[src/rtl/bram_port_arbiter_pkg.sv]
// rtl/bram_port_arbiter_pkg.sv - shared defaults and FSM encoding for the BRAM port arbiter
package bram_port_arbiter_pkg;

  localparam int ADDR_W_DEF       = 10;
  localparam int DATA_W_DEF       = 36;
  localparam int LOCK_TIMEOUT_DEF = 16;

  typedef enum logic [1:0] {
    ST_IDLE  = 2'd0,
    ST_LOCK0 = 2'd1,
    ST_LOCK1 = 2'd2
  } arb_state_t;

endpackage

[src/rtl/bram_port_arbiter_rr.sv]
// rtl/bram_port_arbiter_rr.sv - 2-way round-robin picker (rr_arb2)
module rr_arb2 (
  input  logic i_req0,
  input  logic i_req1,
  input  logic i_last1,   // 1 = requester 1 was granted most recently
  output logic o_gnt0,
  output logic o_gnt1
);

  // On a tie, favour the requester that did not win last time.
  assign o_gnt0 = i_req0 & (~i_req1 | i_last1);
  assign o_gnt1 = i_req1 & (~i_req0 | ~i_last1);

endmodule

[src/rtl/bram_port_arbiter.sv]
// rtl/bram_port_arbiter.sv - two-requester single-port BRAM arbiter with lock and lock timeout
module bram_port_arbiter
  import bram_port_arbiter_pkg::*;
#(
  parameter int ADDR_W       = ADDR_W_DEF,
  parameter int DATA_W       = DATA_W_DEF,
  parameter int LOCK_TIMEOUT = LOCK_TIMEOUT_DEF
) (
  input  logic              clock,
  input  logic              reset_n,
  input  logic              io_req0_valid,
  output logic              io_req0_ready,
  input  logic              io_req0_writeEn,
  input  logic              io_req0_lock,
  input  logic [ADDR_W-1:0] io_req0_addr,
  input  logic [DATA_W-1:0] io_req0_dataIn,
  input  logic              io_req1_valid,
  output logic              io_req1_ready,
  input  logic              io_req1_writeEn,
  input  logic              io_req1_lock,
  input  logic [ADDR_W-1:0] io_req1_addr,
  input  logic [DATA_W-1:0] io_req1_dataIn,
  output logic              io_resp0_valid,
  output logic [DATA_W-1:0] io_resp0_dataOut,
  output logic              io_resp1_valid,
  output logic [DATA_W-1:0] io_resp1_dataOut,
  output logic              io_bram_en,
  output logic              io_bram_writeEn,
  output logic [ADDR_W-1:0] io_bram_addr,
  output logic [DATA_W-1:0] io_bram_dataIn,
  input  logic [DATA_W-1:0] io_bram_dataOut,
  output logic              io_lockTimeout
);

  localparam int CNT_W = (LOCK_TIMEOUT > 2) ? $clog2(LOCK_TIMEOUT) : 1;

  arb_state_t       r_state;
  arb_state_t       w_state_nxt;
  logic [CNT_W-1:0] r_cnt;
  logic [CNT_W-1:0] w_cnt_nxt;
  logic             r_last1;
  logic             r_resp0_valid;
  logic             r_resp1_valid;
  logic             r_lock_timeout;
  logic             w_pick0;
  logic             w_pick1;
  logic             w_fire0;
  logic             w_fire1;
  logic             w_own_fire;
  logic             w_own_lock;
  logic             w_cnt_last;
  logic             w_timeout;

  rr_arb2 u_rr (
    .i_req0  (io_req0_valid),
    .i_req1  (io_req1_valid),
    .i_last1 (r_last1),
    .o_gnt0  (w_pick0),
    .o_gnt1  (w_pick1)
  );

  // Grant: round-robin pick when idle, owner only when locked; nothing while in reset.
  always_comb begin
    w_fire0 = 1'b0;
    w_fire1 = 1'b0;
    case (r_state)
      ST_IDLE: begin
        w_fire0 = w_pick0;
        w_fire1 = w_pick1;
      end
      ST_LOCK0: w_fire0 = io_req0_valid;
      ST_LOCK1: w_fire1 = io_req1_valid;
      default: ;
    endcase
    w_fire0 = w_fire0 & reset_n;
    w_fire1 = w_fire1 & reset_n;
  end

  assign w_own_fire = (r_state == ST_LOCK0) ? w_fire0 : w_fire1;
  assign w_own_lock = (r_state == ST_LOCK0) ? io_req0_lock : io_req1_lock;
  assign w_cnt_last = (r_cnt == CNT_W'(LOCK_TIMEOUT - 1));

  // Next state and timeout counter: an owner fire always beats the timeout.
  always_comb begin
    w_state_nxt = r_state;
    w_cnt_nxt   = '0;
    w_timeout   = 1'b0;
    if (r_state == ST_IDLE) begin
      if (w_fire0 && io_req0_lock) begin
        w_state_nxt = ST_LOCK0;
      end else if (w_fire1 && io_req1_lock) begin
        w_state_nxt = ST_LOCK1;
      end
    end else if (w_own_fire) begin
      if (!w_own_lock) begin
        w_state_nxt = ST_IDLE;
      end
    end else if (w_cnt_last) begin
      w_state_nxt = ST_IDLE;
      w_timeout   = 1'b1;
    end else begin
      w_cnt_nxt = r_cnt + 1'b1;
    end
  end

  // State, round-robin pointer, read-response flags and sticky timeout flag.
  always_ff @(posedge clock or negedge reset_n) begin
    if (!reset_n) begin
      r_state        <= ST_IDLE;
      r_cnt          <= '0;
      r_last1        <= 1'b1;
      r_resp0_valid  <= 1'b0;
      r_resp1_valid  <= 1'b0;
      r_lock_timeout <= 1'b0;
    end else begin
      r_state        <= w_state_nxt;
      r_cnt          <= w_cnt_nxt;
      if (w_fire0 || w_fire1) begin
        r_last1 <= w_fire1;
      end
      r_resp0_valid  <= w_fire0 & ~io_req0_writeEn;
      r_resp1_valid  <= w_fire1 & ~io_req1_writeEn;
      r_lock_timeout <= r_lock_timeout | w_timeout;
    end
  end

  assign io_req0_ready    = w_fire0;
  assign io_req1_ready    = w_fire1;
  assign io_bram_en       = w_fire0 | w_fire1;
  assign io_bram_writeEn  = (w_fire0 & io_req0_writeEn) | (w_fire1 & io_req1_writeEn);
  assign io_bram_addr     = w_fire1 ? io_req1_addr   : (w_fire0 ? io_req0_addr   : '0);
  assign io_bram_dataIn   = w_fire1 ? io_req1_dataIn : (w_fire0 ? io_req0_dataIn : '0);
  assign io_resp0_valid   = r_resp0_valid;
  assign io_resp1_valid   = r_resp1_valid;
  assign io_resp0_dataOut = r_resp0_valid ? io_bram_dataOut : '0;
  assign io_resp1_dataOut = r_resp1_valid ? io_bram_dataOut : '0;
  assign io_lockTimeout   = r_lock_timeout;

endmodule

[config.mk]
export PLATFORM = sky130hd
export DESIGN_NAME = bram_port_arbiter
export DESIGN_NICKNAME = d
export VERILOG_FILES = /design/src/rtl/bram_port_arbiter_pkg.sv /design/src/rtl/bram_port_arbiter_rr.sv /design/src/rtl/bram_port_arbiter.sv
export SDC_FILE = /design/constraint.sdc
export NUM_CORES = 1
export LEC_CHECK = 0
export CORE_AREA = 4 4 99 101
export CTS_CLUSTER_SIZE = 30
export DETAILED_ROUTE_END_ITERATION = 8
export DIE_AREA = 0 0 103 105
export PLACE_DENSITY = 0.66
export SYNTH_ARGS = -nofsm -noshare
export SYNTH_HDL_FRONTEND = slang
export SYNTH_SLANG_ARGS = --single-unit
[constraint.sdc]
create_clock -name clock -period 1.8 [get_ports clock]
set_input_delay 0.27 -clock clock [delete_from_list [all_inputs] [get_ports clock]]
set_output_delay 0.27 -clock clock [all_outputs]
set_load 0.01 [all_outputs]
=== Word-level counts from Yosys, hierarchy flattened ===
Index checks and enable logic that the tools add are counted.

* Output and inout port bits: 125
* Flip-flop bits (word level): 10
* Input bits: 136
* Logic and storage cells: 58

* Reduce and logical (&&, ||, !) cells: 6
* Mux-type cells: 22
* Equality and inequality tests: 5
* Add/sub/neg operators: 1
* Bitwise logic cells: 18

{| class="wikitable"
|+ Operators by type and width
! cell !! number
|-
| $mux 36 || 4
|-
| $mux 10 || 2
|-
| $mux 2 || 6
|-
| $mux 4 || 3
|-
| $and 1x1->1 || 8
|-
| $mux 1 || 5
|-
| $not 1->1 || 5
|-
| $or 1x1->1 || 5
|-
| $add 4x1->4 const B || 1
|-
| $eq 4x4->1 const B || 1
|-
| $pmux 1 s2 || 2
|-
| $ne 3x1->1 const B || 1
|-
| $ne 3x2->1 const B || 1
|-
| $reduce_and 3->1 || 1
|-
| $reduce_bool 3->1 || 1
|-
| $eq 2x1->1 const B || 1
|-
| $eq 2x2->1 const B || 1
|-
| $logic_and 1x1->1 || 2
|-
| $logic_not 2->1 || 1
|-
| $logic_or 1x1->1 || 1
|}

=== Depth between registers and ports, before layout ===
* Depth after elaboration: 9
* Depth in mapped cells: 5
* Depth with buffers taken out: 4

=== By module ===
Synthesis repeated with hierarchy kept, for this count alone.

* Cells, all modules: 233
* Area total of the unflattened synthesis: 1961.9 µm²

{| class="wikitable"
|+ Modules (own cells, without submodules)
! module !! instances !! area each (µm²) !! cells an instance
|-
| bram_port_arbiter || 1 || 1943.1 || 230
|-
| rr_arb2 || 1 || 18.8 || 3
|}

=== Worst setup path after synthesis ===
OpenSTA, ideal clock, no wires.

* Path kind: reg2out
* From: register r_last1
* To: output io_bram_dataIn[29]
* Cell stages (with the launch flop): 6
* Buffers on the path: 2
* Required time: 1.530 ns
* Data arrival time: 1.255 ns
* Path slack: 0.275 ns
* Cells stage by stage: dfstp_2 > inv_1 > o2111a_1 > buf_6 > buf_8 > a22o_1

* Word-level cells in the longest chain between the ends: 6
* Elaborated cells on any way between the ends: 11
* Those cells by class: mux: 4; bitwise: 7

{| class="wikitable"
|+ Ends and longest elaborated chain
! what !! RTL line !! source
|-
| start: declaration || bram_port_arbiter.sv:41 || <nowiki>logic r_last1;</nowiki>
|-
| start signal: assignment || bram_port_arbiter.sv:119 || <nowiki>r_last1 <= w_fire1;</nowiki>
|-
| $not 1->1 || bram_port_arbiter_rr.sv:12 || <nowiki>assign o_gnt1 = i_req1 & (~i_req0 | ~i_last1);</nowiki>
|-
| $or 1x1->1 || bram_port_arbiter_rr.sv:12 ||
|-
| $and 1x1->1 || bram_port_arbiter_rr.sv:12 ||
|-
| $pmux 1 s2 || bram_port_arbiter.sv:66 || <nowiki>case (r_state)</nowiki>
|-
| $and 1x1->1 || bram_port_arbiter.sv:76 || <nowiki>w_fire1 = w_fire1 & reset_n;</nowiki>
|-
| via io_req1_ready || bram_port_arbiter.sv:18 || <nowiki>output logic io_req1_ready,</nowiki>
|-
| $mux 36 || bram_port_arbiter.sv:132 || <nowiki>assign io_bram_dataIn = w_fire1 ? io_req1_dataIn : (w_fire0 ? io_req0_dataIn : '0);</nowiki>
|-
| end: declaration || bram_port_arbiter.sv:30 || <nowiki>output logic [DATA_W-1:0] io_bram_dataIn,</nowiki>
|}

The timed path passes the listed nets, and every way through them passes these cells.

=== Final worst setup path ===
* From: register r_last1
* To: output io_bram_dataIn[28]

* Word-level cells in the longest chain between the ends: 6
* Elaborated cells on any way between the ends: 11
* Those cells by class: mux: 4; bitwise: 7

{| class="wikitable"
|+ Ends and longest elaborated chain
! what !! RTL line
|-
| $or 1x1->1 or $not 1->1 (tied branches) || bram_port_arbiter_rr.sv:11, bram_port_arbiter_rr.sv:12
|-
| $and 1x1->1 or $or 1x1->1 (tied branches) || bram_port_arbiter_rr.sv:11, bram_port_arbiter_rr.sv:12
|-
| $pmux 1 s2 or $and 1x1->1 (tied branches) || bram_port_arbiter.sv:66, bram_port_arbiter_rr.sv:12
|-
| $and 1x1->1 or $pmux 1 s2 (tied branches) || bram_port_arbiter.sv:75, bram_port_arbiter.sv:66
|-
| $mux 36 or $and 1x1->1 (tied branches) || bram_port_arbiter.sv:132, bram_port_arbiter.sv:76
|-
| $mux 36 * || bram_port_arbiter.sv:132
|}

Every way passes the cells marked *; elsewhere a longest branch is shown, timed or not.

==> impl_metrics.json <==
{
  "yosysTopAreaCell": "and2_1",
  "remaining_drc_errors": 0,
  "critPathLaunchType": "flip-flop",
  "yosysSeqAreaShare": 0.174,
  "regToRegEndpoint": "r_last1",
  "cts.reportedPaths.clkPinSlew_ns": 0.05,
  "critPathKind": "reg2out",
  "crit_fanout": 5,
  "clock_path_buffers": 2,
  "cts-root-buf": "clkbuf_8",
  "syn_inst": 178,
  "reg2reg_depth": 7,
  "grtUsageTotal": 0.174,
  "drive_gt1_frac": 0.212,
  "numCtsBuffers": 3,
  "drv_cap": 0,
  "ys_seq_elements": 10,
  "pwr-share-clk": 0.101,
  "fmax_mhz": 498,
  "reg2reg_slack_ns": 0.17,
  "avgSynthCellArea_um2": 8.12,
  "die_h_um": 105,
  "skew_ns": 0.00346,
  "drv_slew": 0,
  "fin_nets": 600,
  "switchingPower_uw": 992,
  "drt_wl_total_mm": 10.7,
  "leakage_nw": 2.46,
  "hold_viol": 0,
  "tritoncts": "done",
  "dieWidth_um": 103,
  "final_cell_count_no_fill": 573,
  "synth_warnings": 0,
  "timing.final.crit_share": 1.11,
  "worstSetupEndpointType": "primary output",
  "layout_min_cycle_time_ns": 2.01,
  "core_area_um2": 9020,
  "vias": 2536,
  "synth_edf_count": 0,
  "grt-ovfl-total": 0,
  "synth_commonest_cells": "and2_1 (72), a22o_1 (47), dfrtp_1 (9), clkbuf_1 (6)",
  "grt_pass1_vias": 2622,
  "violations": "setup timing",
  "grt_pass1_wl_mm": 14.3,
  "clock_latency_ns": 0.24,
  "cts.sinks": 10,
  "ant_nets": 0,
  "dp_cells": 544,
  "status": "finished, violations left",
  "netlist_area_um2": 1450,
  "ys_types": 27,
  "drtIter0Drc": 56,
  "dieArea_um2": 10800,
  "setup_viol": 48,
  "r2r_start": "r_last1",
  "syn_nets": 315,
  "power.total_mw": 2.82,
  "p_comb_frac": 0.770,
  "yosysMostFrequentCell": "and2_1",
  "portBuffers": 260,
  "rows": 35,
  "required_ns": 1.53,
  "tightest_slew_ns": 0.204,
  "critical_path_arrival_ns": 1.74,
  "swShare": 0.352,
  "viasPerCell": 4.43,
  "yosys-top-cells-area": "and2_1 (31%), a22o_1 (28%), dfrtp_1 (16%)",
  "dp_hpwl_mm": 7.86,
  "area_growth_pct": 218,
  "p_seq_frac": 0.129,
  "fin_ws_ns": -0.207,
  "drtPass1Iterations": 4,
  "start_util": 0.160,
  "fillers": 893,
  "antenna_found_initial": 1,
  "synth_top_area_frac": 0.312,
  "hold_path_class": "in2async",
  "synthArstFlopShare": 1.00,
  "num_antenna_cells": 0,
  "rsz0062_at_grt": "true",
  "slew_headroom": 0.864,
  "power.internal_mw": 1.83,
  "ctsHoldBuffers": 0,
  "power.density_nw_per_um2": 613,
  "ir_worst_vdd_mv": 0.371,
  "pre_cts_ws_ns": -0.604,
  "htreeDepth": 1,
  "grt_max_degree": 38,
  "synthFlopType": "dfrtp_1",
  "ioPinCount": 261,
  "gp_congestion": 0.817,
  "routedWlPerCell_um": 18.8
}
==> worst max-delay path, cell delays in order, from the launching register on <==
cell and delay, ns:
dfstp_2 0.53, inv_2 0.04, o2111a_2 0.30, buf_12 0.16, buf_16 0.13, a22o_1 0.19, buf_2 0.14
==> final cells by class <==
type / count / area, um2 / area share
inverters: 5 / 18.8 / 0.00408
repair buffers: 297 / 3060 / 0.665
clock buffers: 4 / 55.1 / 0.0120
well taps: 111 / 139 / 0.0302
flip-flops and latches: 10 / 253 / 0.0550
multi-input cells: 146 / 1070 / 0.234
==> power groups by stage <==
stage | clock [mW] | sequential, mW | combinational (mW)
global route | 0.306 | 0.374 | 2.32
detailed placement | 0 | 0.368 | 1.85
CTS | 0.294 | 0.361 | 2.11
finish | 0.286 | 0.362 | 2.17
global placement | 0 | 0.366 | 1.83
floorplan | 0 | 0.362 | 0.744
==> cell families after synthesis <==
logic type | after synthesis | synth area share
muxes | 2 | 0.0139
xor gates and xnor gates | 1 | 0.00606
buffers and inverters | 22 | 0.0952
AOI/OAI and AO/OA | 57 | 0.334
adders and majority gates | 1 | 0.00866
and+or+nand+nor | 85 | 0.368
DFF | 10 | 0.174
==> worst max path at each step <==
stage	endpoint	depth (start not counted)	slack, ns	start
final	io_bram_dataIn[28]	6	-0.21	r_last1
after global routing	io_bram_dataIn[28]	6	-0.24	r_state[1]
after CTS	io_bram_dataIn[28]	6	-0.20	r_state[1]
after detailed placement	io_bram_dataIn[28]	6	-0.60	io_req0_valid
after global placement	io_bram_dataIn[28]	6	-0.59	io_req0_valid
after floorplan	io_bram_dataIn[29]	5	0.27	r_last1
==> layer usage <==
metal / vias to the layer above / GRT usage / part of all wire
li1: 1215 / - / -
met1: 1140 / 0.169 / 0.33
met4: 2 / 0.0435 / 0.022
met5: - / 0 / 0.0012
met3: 18 / 0.0434 / 0.11
met2: 161 / 0.349 / 0.53
==> flip-flops by register name, summed over array words and instances, names as in the netlist <==
name            count
r_state             2
io_lockTimeout      1
io_resp1_valid      1
r_last1             1
io_resp0_valid      1
r_cnt               4
==> stage by stage <==
step / hold WS, ns / util / TNS (ns) / instance area [um2]
after floorplan: -0.0256 / - / 0 / 1450
after global placement: 0.471 / 0.467 / -26.41 / 4210
after detailed placement: 0.467 / 0.467 / -27.32 / 4210
after CTS: 0.196 / 0.491 / -7.92 / 4430
after global routing: 0.236 / 0.510 / -8.86 / 4600
final: 0.197 / 0.510 / -6.08 / 4600
==> cell usage in the layout, fill, tap and decap left out, types with 2 or more instances in the layout <==
cell	n
dfrtp_1	8
nand2b_4	2
a21oi_1	2
clkbuf_16	3
buf_4	16
inv_1	4
buf_2	43
mux2i_1	2
nor2_1	2
buf_6	8
o21bai_1	3
buf_12	6
nor2b_1	2
a22o_1	47
dlymetal6s2s_1	27
buf_16	9
and2_1	72
nand2_1	3
dlygate4sd2_1	4
clkbuf_8	4
clkdlybuf4s50_1	180
==> what timing repair did <==
action                                  in CTS  in global routing
buffers inserted                            11                  4
cloned                                       9                  3
resized for setup                          221                 34
endpoints found under the setup margin      50                 81
pin swaps                                   21                 16
(Power assumes the default switching activity.)
